## src/rtl/pipe_reg_chain.sv

```systemverilog
// Elastic multi-stage pipeline register chain with valid/ready handshake, bubble collapsing,
// synchronous flush and a registered occupancy count. Optional stall counter: PIPE_REG_CHAIN_STALL_CNT_EN.
module pipe_reg_chain #(
  parameter int WIDTH  = 32,
  parameter int STAGES = 2,
  parameter int OCC_W  = $clog2(STAGES + 1)
) (
  input  logic             clk,
  input  logic             r,
  input  logic             flush,
  input  logic             in_valid,
  output logic             in_ready,
  input  logic [WIDTH-1:0] in_data,
  output logic             out_valid,
  input  logic             out_ready,
  output logic [WIDTH-1:0] out_data,
  output logic [OCC_W-1:0] occupancy
`ifdef PIPE_REG_CHAIN_STALL_CNT_EN
  ,
  output logic [15:0]      stall_cnt
`endif
);

  generate
    if (STAGES < 1 || STAGES > 16) begin : g_bad_stages
      $error("pipe_reg_chain: STAGES must be in 1..16");
    end
  endgenerate

  // Handshake: a beat moves across a boundary in any cycle where valid and ready are both 1
  // at that boundary; valid never waits on ready, ready may depend on downstream ready.
  logic [STAGES-1:0] v;
  logic [STAGES-1:0] acc;
  logic [STAGES-1:0] adv;
  logic [STAGES-1:0] up_v;
  logic [WIDTH-1:0]  d    [STAGES];
  logic [WIDTH-1:0]  up_d [STAGES];
  logic              in_hs;
  logic              out_hs;

  // acc/adv ripple from the output side so an empty stage absorbs a beat even under a stall.
  always_comb begin
    adv = '0;
    acc = '0;
    adv[STAGES-1] = v[STAGES-1] & out_ready;
    acc[STAGES-1] = ~v[STAGES-1] | adv[STAGES-1];
    for (int i = STAGES - 2; i >= 0; i--) begin
      adv[i] = v[i] & acc[i+1];
      acc[i] = ~v[i] | adv[i];
    end
  end

  assign in_ready = acc[0] & ~flush & ~r;
  assign in_hs    = in_valid & in_ready;
  assign out_hs   = adv[STAGES-1];

  always_comb begin
    up_v    = '0;
    up_v[0] = in_hs;
    up_d[0] = in_data;
    for (int i = 1; i < STAGES; i++) begin
      up_v[i] = adv[i-1];
      up_d[i] = d[i-1];
    end
  end

  always_ff @(posedge clk) begin
    if (r) begin
      v         <= '0;
      occupancy <= '0;
      for (int i = 0; i < STAGES; i++) d[i] <= '0;
    end else if (flush) begin
      v         <= '0;
      occupancy <= '0;
    end else begin
      for (int i = 0; i < STAGES; i++) begin
        if (acc[i]) begin
          v[i] <= up_v[i];
          // Bubbles never overwrite data; only real beats load.
          if (up_v[i]) d[i] <= up_d[i];
        end
      end
      occupancy <= occupancy + OCC_W'(in_hs) - OCC_W'(out_hs);
    end
  end

  assign out_valid = v[STAGES-1];
  assign out_data  = d[STAGES-1];

`ifdef PIPE_REG_CHAIN_STALL_CNT_EN
  // Counts output-side stall cycles; survives flush, saturates rather than wrapping.
  always_ff @(posedge clk) begin
    if (r) begin
      stall_cnt <= '0;
    end else if (out_valid && !out_ready && stall_cnt != 16'hFFFF) begin
      stall_cnt <= stall_cnt + 16'd1;
    end
  end
`else
  // Default build carries no stall counter.
`endif

`ifndef SYNTHESIS
  always_ff @(posedge clk) begin
    if (!r) begin
      occ_matches_valid : assert (occupancy == OCC_W'($countones(v)));
      occ_in_range      : assert (occupancy <= OCC_W'(STAGES));
    end
  end
`endif

endmodule

```

## config.mk

```make
export PLATFORM = sky130hd
export DESIGN_NAME = pipe_reg_chain
export DESIGN_NICKNAME = d
export VERILOG_FILES = /design/src/rtl/pipe_reg_chain.sv
export SDC_FILE = /design/constraint.sdc
export NUM_CORES = 1
export LEC_CHECK = 0
export ABC_AREA = 1
export ABC_CLOCK_PERIOD_IN_PS = 2600
export BUFFER_PORTS_ARGS = -buffer_cell sky130_fd_sc_hd__buf_2
export CORE_MARGIN = 4
export CORE_UTILIZATION = 45
export DETAILED_ROUTE_END_ITERATION = 12
export PLACE_DENSITY = 0.73
export SLEW_MARGIN = 15
export SYNTH_ARGS = -nofsm -noshare
export SYNTH_HDL_FRONTEND = slang
export SYNTH_SLANG_ARGS = --single-unit
```

## constraint.sdc

```tcl
create_clock -name clk -period 2.6 [get_ports clk]
set_input_delay 0.39 -clock clk [delete_from_list [all_inputs] [get_ports clk]]
set_output_delay 0.39 -clock clk [all_outputs]
set_load 0.01 [all_outputs]
```

==> metrics.md <==
| Metric | Value |
|---|---|
| Max Root-Sink Buffers | 2 |
| Global-route wire length before repair | 7810 µm |
| Net Count, Synth | 309 |
| Seq/Total Area, Yosys | 61.6% |
| CTS resizes | 0 |
| IO Pins | 73 |
| Met3 WL | 312 µm |
| Lkg Pwr | 0.00160 µW |
| Post-CTS setup buffer count | 0 |
| Hold Fails Final Rpt | 0 |
| H-tree lvl count | 3 |
| Setup Viol. Count Final | 0 |
| Tightest Hold Check Type | in -> reg |
| WP data required | 2.83 ns |
| Worst slew pin tran | 0.413 ns |
| Core area | 6910 µm² |
| Data arrival, critical path | 2.20 ns |
| PwrDens | 620 nW/µm² |
| Net count reported at finish | 352 |
| Starting Density | 47.1% |
| Vias in the first global route | 1714 |
| Tcrit/Tclk final | 76.1% |
| Wire per inst | 11.9 µm |
| Gr usage total | 11.8% |
| Synth Cell Area | 3250 µm² |
| Hpwl dp | 3310 µm |
| Largest family of logic cells by synthesized area | buffers and inverters |
| Simple-Gate Fraction of Synth Area | 2.35% |
| Startpoint Class | flip-flop |
| Final WL | 4920 µm |
| Crit Path Class | reg -> reg |
| XOR/XNOR Fraction of Synth Area | 0% |
| Synthesized flop and latch total | 68 |
| Reg2reg path depth | 8 |
| Vias/cell | 4.40 |
| Netlist cell types | 15 |
| Crit path time final | 1.98 ns |
| P&R area growth vs syn | 11.8% |
| M1 WL | 1990 µm |
| Crit Path Max Fanout | 16 |
| Peak supply drop | 0.352 mV |
| DRC violations left | 0 |
| Complex-gate fraction of the synthesized area | 16.0% |
| R2R setup slack | 0.62 ns |
| Vias | 1822 |
| Clock transition at path regs | 0.08 ns |
| Port Buffer Count | 72 |
| Multiplexer area fraction after synthesis | 0% |
| Yosys warns | 0 |
| Slew margin rel. | 72.5% |
| Fraction of layout cells with a size suffix above 1 | 45.3% |
| Synth Area in Adders | 0.770% |
| Final slew viol count | 0 |
| Largest net degree at the start of global routing | 65 |
| Most frequent cells in the layout | inv_1 (72), buf_2 (72), edfxtp_1 (64) |
| GP Congestion | 0.762 |
| GRT overflow | 0 |
| CTS tree | yes |
| Clock skew | 0.0103 ns |
| CTS Buf Count | 9 |
| CP Capture Type | flip-flop |
| Initial antenna violation count | 0 |
| Die area | 8650 µm² |
| Synthesized instance count | 270 |
| Row count | 30 |
| Min Hold Slack | 0.351 ns |
| Max cap viols | 0 |
| Post-route antenna net violation count | 0 |
| FMAX | 0.506 GHz |
| ANT cells | 0 |
| Clock sink count | 68 |
| Uppermost routed layer | met4 |
| CTS Root Cell | clkbuf_8 |
| Metal2 WL | 2500 µm |
| Status | complete, no violations |
| Drt first pass iters | 4 |
| Hold path cells | 4 |
| Die Y | 93.0 µm |
| Die Width | 93.0 µm |
| Setup TNS | 0 ns |
| Drt initial violations | 83 |
| Average size of a mapped cell | 12.0 µm² |
| RSZ-0062 raised after global routing | false |
| CTS Hold Buffers Added | 0 |
| Worst-Skew Late Latency | 0.33 ns |
-- metal layers --
metal	track usage [%]	vias up
li1	-	925
met1	13.2	828
met2	20.4	57
met3	3.22	12
met4	6.47	0
met5	0	-
-- flip-flops by register name, indices dropped and copies added (netlist names) --
register and flops:
d 64, occupancy 2, v 2
-- synthesized netlist by cell type (all sizes together) --
| cell type | number | area share [%] |
|---|---|---|
| a21oi | 67 | 16 |
| buf | 46 | 11 |
| dfxtp | 4 | 2.5 |
| edfxtp | 64 | 59 |
| ha | 2 | 0.77 |
| inv | 72 | 8.3 |
| nand2 | 7 | 0.81 |
| nand3 | 4 | 0.77 |
| nor2 | 3 | 0.58 |
| or2 | 1 | 0.19 |
-- critical path, cell delays in order (launching register included) --
cell     delay, ns
dfxtp_1       0.35
nand3_1       0.19
nand3_4       0.26
ha_1          0.37
inv_1         0.04
ha_1          0.18
or2_2         0.29
a21oi_1       0.16
nor2_1        0.06
-- metrics by stage --
step | setup WS, ns | utilization (%) | cells | area, µm² | total power [µW]
after floorplan | 0.562 | - | 270 | 3250 | 1420
after global placement | 0.513 | 50.0 | 398 | 3450 | 1460
after detailed placement | 0.454 | 50.0 | 398 | 3450 | 1470
after CTS | 0.622 | 52.6 | 414 | 3630 | 2280
after global routing | 0.535 | 52.6 | 414 | 3630 | 2350
final | 0.623 | 52.6 | 414 | 3630 | 2250
-- kinds of logic after synthesis --
kind of cell               count (synthesis)
DFF                                       68
and+or+nand+nor                           15
AOI/OAI and AO/OA                         67
buffers and inverters                    118
adders and majority gates                  2
-- layout make-up --
class | count | area [µm²]
Timing Repair Buffer | 78 | 418
Fill cell | 642 | 3270
Sequential cell | 68 | 2000
Clock inverter | 5 | 52.6
Tap cell | 96 | 120
Inverter | 72 | 270
Multi-Input combinational cell | 84 | 641
Clock buffer | 11 | 131
-- where the power goes --
| part | internal [µW] | switching, µW |
|---|---|---|
| clock | 439 | 375 |
| sequential | 1260 | 14.1 |
| combinational | 64.2 | 105 |
-- worst paths after layout --
path / start / end
max: v[0] / occupancy[1]
min: flush / occupancy[1]
max reg2reg: v[0] / occupancy[1]
min reg2reg: v[0] / v[1]
No activity file was read; power rests on OpenSTA's default activity.
